### src/rtl/if_stage_if.sv
// Instruction-memory request/response bus between the fetch stage and imem.
// At most one request outstanding; rvalid returns the word some cycles after acceptance.
interface if_stage_if;
  logic        imem_req;
  logic [31:0] imem_addr;
  logic        imem_ready;
  logic        imem_rvalid;
  logic [31:0] imem_rdata;

  modport master (output imem_req, imem_addr, input imem_ready, imem_rvalid, imem_rdata);
  modport slave  (input imem_req, imem_addr, output imem_ready, imem_rvalid, imem_rdata);
endinterface

### src/rtl/if_stage.sv
// Instruction fetch stage: one outstanding imem request, an output register
// towards decode and a 1-entry skid for a response that lands while decode stalls.
module if_stage #(
  parameter logic [31:0] NOP_INSTR = 32'h00000013
) (
  input  logic        clk,
  input  logic        reset,
  input  logic [31:0] pc_in,
  output logic        pc_advance,
  if_stage_if.master  imem,
  input  logic        stall,
  input  logic        flush,
  output logic        instr_valid,
  output logic [31:0] instr,
  output logic [31:0] instr_pc
);

  typedef enum logic [1:0] {IDLE, REQ, WAIT, FULL} state_t;

  state_t      state, state_n;
  logic        drop;
  logic [31:0] req_pc, out_instr, skid_instr, skid_pc;
  logic        consume, load_out, load_skid, move_skid;

  assign consume        = instr_valid && !stall;
  assign imem.imem_req  = (state == REQ) && !flush && !reset;
  assign imem.imem_addr = {pc_in[31:2], 2'b00};
  assign pc_advance     = imem.imem_req && imem.imem_ready;
  assign instr          = instr_valid ? out_instr : NOP_INSTR;

  always_comb begin
    state_n   = state;
    load_out  = 1'b0;
    load_skid = 1'b0;
    move_skid = 1'b0;
    case (state)
      IDLE: state_n = REQ;
      REQ:  if (pc_advance) state_n = WAIT;
      WAIT: if (imem.imem_rvalid) begin
        // a response under flush or after a flush in WAIT is discarded
        if (flush || drop)
          state_n = REQ;
        else if (consume || !instr_valid) begin
          load_out = 1'b1;
          state_n  = REQ;
        end else begin
          load_skid = 1'b1;
          state_n   = FULL;
        end
      end
      FULL: if (flush) state_n = REQ;
            else if (consume) begin
              move_skid = 1'b1;
              state_n   = REQ;
            end
      default: state_n = IDLE;
    endcase
  end

  always_ff @(posedge clk) begin
    if (reset) state <= IDLE;
    else       state <= state_n;
  end

  always_ff @(posedge clk) begin
    if (reset) begin
      instr_valid <= 1'b0;
      out_instr   <= NOP_INSTR;
      instr_pc    <= '0;
      drop        <= 1'b0;
      req_pc      <= '0;
      skid_instr  <= '0;
      skid_pc     <= '0;
    end else begin
      if (pc_advance) req_pc <= pc_in;
      if (flush) begin
        instr_valid <= 1'b0;
        // remember to swallow the in-flight word unless it is arriving right now
        drop        <= (state == WAIT) && !imem.imem_rvalid;
      end else begin
        if (state == WAIT && imem.imem_rvalid) drop <= 1'b0;
        if (load_out) begin
          instr_valid <= 1'b1;
          out_instr   <= imem.imem_rdata;
          instr_pc    <= req_pc;
        end else if (move_skid) begin
          instr_valid <= 1'b1;
          out_instr   <= skid_instr;
          instr_pc    <= skid_pc;
        end else if (consume) begin
          instr_valid <= 1'b0;
        end
        if (load_skid) begin
          skid_instr <= imem.imem_rdata;
          skid_pc    <= req_pc;
        end
      end
    end
  end

endmodule

### src/flat_wrapper.sv
// flat-port wrapper written by rule: the top's interface ports become plain ports
module if_stage_flat 
#(
  parameter logic [31:0] NOP_INSTR = 32'h00000013
)
  (clk, reset, pc_in, pc_advance, stall, flush, instr_valid, instr, instr_pc, imem_imem_req, imem_imem_addr, imem_imem_ready, imem_imem_rvalid, imem_imem_rdata);
  if_stage_if imem_i ();
  input  logic clk;
  input  logic reset;
  input  logic [31:0] pc_in;
  output logic pc_advance;
  input  logic stall;
  input  logic flush;
  output logic instr_valid;
  output logic [31:0] instr;
  output logic [31:0] instr_pc;
  output wire logic [$bits(imem_i.imem_req)-1:0] imem_imem_req;
  output wire logic [$bits(imem_i.imem_addr)-1:0] imem_imem_addr;
  input wire logic [$bits(imem_i.imem_ready)-1:0] imem_imem_ready;
  input wire logic [$bits(imem_i.imem_rvalid)-1:0] imem_imem_rvalid;
  input wire logic [$bits(imem_i.imem_rdata)-1:0] imem_imem_rdata;
  assign imem_imem_req = imem_i.imem_req;
  assign imem_imem_addr = imem_i.imem_addr;
  assign imem_i.imem_ready = imem_imem_ready;
  assign imem_i.imem_rvalid = imem_imem_rvalid;
  assign imem_i.imem_rdata = imem_imem_rdata;
  if_stage #(.NOP_INSTR(NOP_INSTR)) u_core (.clk(clk), .reset(reset), .pc_in(pc_in), .pc_advance(pc_advance), .imem(imem_i), .stall(stall), .flush(flush), .instr_valid(instr_valid), .instr(instr), .instr_pc(instr_pc));
endmodule
### config.mk
export PLATFORM = sky130hd
export DESIGN_NAME = if_stage_flat
export DESIGN_NICKNAME = d
export VERILOG_FILES = /design/src/rtl/if_stage_if.sv /design/src/rtl/if_stage.sv /design/src/flat_wrapper.sv
export SDC_FILE = /design/constraint.sdc
export NUM_CORES = 1
export LEC_CHECK = 0
export CORE_ASPECT_RATIO = 0.5
export CORE_UTILIZATION = 30
export CTS_BUF_LIST = sky130_fd_sc_hd__clkbuf_8
export CTS_CLUSTER_DIAMETER = 30
export DETAILED_ROUTE_END_ITERATION = 8
export GPL_TIMING_DRIVEN = 0
export HOLD_SLACK_MARGIN = 0.03
export MAX_ROUTING_LAYER = met4
export PLACE_DENSITY_LB_ADDON = 0.05
export SLEW_MARGIN = 5
export SYNTH_ARGS = -nofsm -noshare
export SYNTH_HDL_FRONTEND = slang
export SYNTH_SLANG_ARGS = --single-unit
### constraint.sdc
create_clock -name clk -period 3.2 [get_ports clk]
set_input_delay 0.48 -clock clk [delete_from_list [all_inputs] [get_ports clk]]
set_output_delay 0.48 -clock clk [all_outputs]
set_load 0.02 [all_outputs]
==> metrics.cfg <==
[worst_setup_path]
cpLargestDelayFamily = buffers and inverters
cp_max_fo = 10
cp_slowest_cell = clkdlybuf4s50_1
critPathCaptureType = primary output
critPathKind = reg -> out
cpPeakStageDelay_ns = 0.65
rrSetupSlack_ns = 1.15
cp_cell_sequence = ha_1 -> nor3b_2 -> nand2_2 -> inv_2 -> buf_2 -> clkdlybuf4s50_1
cp_num_buf_inv = 3
crit_arrival_ns = 2.53
cp-start-kind = register
critPathRequiredTime_ns = 2.72

[floorplan]
row_count = 38
die_h_um = 110
die-width_um = 217
dieArea_um2 = 23800
initial_core_util_pct = 31.3
core_area_um2 = 22200
io_pins = 169

[clocking]
clock_latency_ns = 0.45
clk_path_buf_depth = 2
clock-root-buffer = clkbuf_8
clkTransAtPathRegs_ns = 0.09
clock-sinks = 164
h-tree-depth = 4
cts_hold_buf = 0
cts_tree = built
cts_buffers = 17

[synth]
synthTopCellsByArea = dfxtp_1, nand2_1, mux2i_1
synth_edf_count = 0
synth-xor-area-share_pct = 0
synth_cells = 802
yosysWarnings = 0
syn_area_um2 = 6940
async_reset_ff_share_pct = 0
synth_simple_gate_area_share_pct = 18.7
yosysTopAreaCell = dfxtp_1
seq_area_frac_synth_pct = 47.3
synth_flop_cell = dfxtp_1
synth.mux.area_fraction_pct = 9.72
synthAdderAreaFrac_pct = 0.541
synth-compound-area-share_pct = 15.2
ys_types = 34
synth.top_cell.area_share_pct = 47.3
synth_top_family_by_area = simple AND/OR/NAND/NOR gates
yosys_register_bits = 164
avgSynthCellArea_um2 = 8.65

[routing]
viasPerCell = 4.60
vias = 5987
dr.pass1.iters = 4
drt_iter0_drc = 326
antenna_left = 0
wirelength_mm = 20.7
wire_per_inst_um = 15.9
drc = 0

[global_routing]
grt_pass1_wl_mm = 32.1
grt_max_degree = 17
grt.total_usage_pct = 18.1
grt_antenna_before_repair = 0
grt-ovfl-total = 0
grt_pass1_vias = 5863

[power_and_ir_drop]
peakVddDrop_mv = 0.223
leakage_uw = 0.00315
power_uw = 3910
powerDensity_nw_per_um2 = 417

[layout]
final_cells = 1302
nNetsFinal = 1062
diodes = 0
drive_gt1_share_pct = 10.7
final_core_util_pct = 42.3
syn2layout_area_growth_pct = 35.2

[timing]
grt_setup_unrepaired = no
maxSlewViolCount = 0
fmax_mhz = 332
slew_headroom_pct = 41.6
worst_slew_pin_slew_ns = 0.869
setup_viol = 0
clock_skew_ns = 0.0132
fin_crit_sh_pct = 94.1
hold_viol = 0
finalCriticalPeriod_ns = 3.01

[place]
port_buffers = 166
gp_congestion = 0.761
dp_hpwl_mm = 14.4
dp.cells = 1269

[flow_run]
maxCapViolCount = 0

[worst_hold_path]
hold_class = reg -> reg

[outcome]
status = complete, no violations

## power by group
part	internal (uW)	switching (uW)	total, uW
Clock	675	813	1490
Sequential	2060	15.6	2080
Combinational	175	166	341
Total	2910	995	3910
## sequential cells by signal, indices dropped and copies added, names as in the netlist
name and count:
u_core.req_pc 32, u_core.state 2, u_core.instr_pc 32, u_core.skid_instr 32
u_core.out_instr 32, u_core.drop 1, u_core.instr_valid 1, u_core.skid_pc 32
## worst min-delay path: stages (launching register included)
cell and delay (ns):
dfxtp_1 0.32, nand2_1 0.05, a21oi_1 0.05
## synthesized netlist by cell type, types with 4 or more instances
cell type  instances
buf_2              5
buf_1              4
mux2i_1           64
nand2_1          195
clkbuf_1          37
a21oi_1           84
nor2_1            62
nand2b_1           4
inv_1              4
buf_6             12
a21oi_2           15
buf_4             34
and2_1            30
a211oi_1          61
dfxtp_1          164
## worst paths after layout
path / endpoint / cells past startpoint / from
worst max-delay path: pc_advance / 6 / u_core.state[0]
worst max register to register: u_core.instr_pc[25] / 6 / u_core.instr_valid
worst min register to register: u_core.skid_instr[23] / 2 / u_core.skid_instr[23]
worst min-delay path: u_core.skid_instr[23] / 2 / u_core.skid_instr[23]
## metal layers
metal | share of wire [%] | global-route usage [%] | vias up | wire [um]
li1 | - | - | 3031 | -
met1 | 49 | 23.8 | 2843 | 10200
met2 | 46 | 28.9 | 103 | 9540
met3 | 3.7 | 3.60 | 10 | 764
met4 | 0.61 | 4.18 | 0 | 125
met5 | 0 | - | - | 0
## cell type report
cell class | instances | area, um^2
buffer | 92 | 569
clock buffer | 20 | 275
clock inverter | 12 | 106
fill | 2276 | 12800
inverter | 5 | 18.8
multi-input combinational | 542 | 3080
sequential | 164 | 3280
tap | 300 | 375
timing repair buffer | 167 | 1670
## layout by cell type (no fill, tap or decap), types with 2 or more instances in the layout
cell             synthesis  layout
nand2_1                195     194
clkdlybuf4s50_1          0     165
dfxtp_1                164     164
a21oi_1                 84      84
mux2i_1                 64      64
nor2_1                  62      62
a211oi_1                61      61
clkbuf_1                37      37
buf_4                   34      35
and2_1                  30      30
clkbuf_8                 0      20
a21oi_2                 15      15
buf_6                   12      12
inv_1                    4       6
buf_2                    5       5
clkinvlp_4               0       5
nand2b_1                 4       4
buf_1                    4       4
mux2_2                   3       3
o21ai_0                  3       3
ha_1                     3       3
or2b_1                   2       2
a21boi_0                 2       2
conb_1                   1       2
clkinv_4                 0       2
## metrics by stage
stage                     hold WS [ns]  setup slack [ns]  instance area [um^2]  setup TNS (ns)
after global routing             0.474            0.0110                  9380               0
after CTS                        0.458           0.00600                  9370               0
final                            0.457             0.189                  9380               0
after detailed placement         0.448            -0.229                  8980          -0.229
after global placement           0.442            -0.214                  8980          -0.214
after floorplan                  0.433             0.956                  6940               0
## cells by family (layout without fill, tap and decap cells)
family | count (synthesis) | after routing
compound gates | 167 | 167
flops | 164 | 164
mux | 67 | 67
fa+ha+maj | 3 | 3
simple gates | 303 | 303
other cells | 1 | 2
buf+inv | 97 | 296
## what timing repair did
| item | CTS | global route |
|---|---|---|
| setup buffers | 0 | 1 |
| endpoints found under the hold margin | 0 | 0 |
| gates resized for setup | 2 | 1 |
| pin swaps | 1 | 1 |
| setup endpoints to repair | 1 | 1 |
No activity file was read; power rests on OpenSTA's default activity.
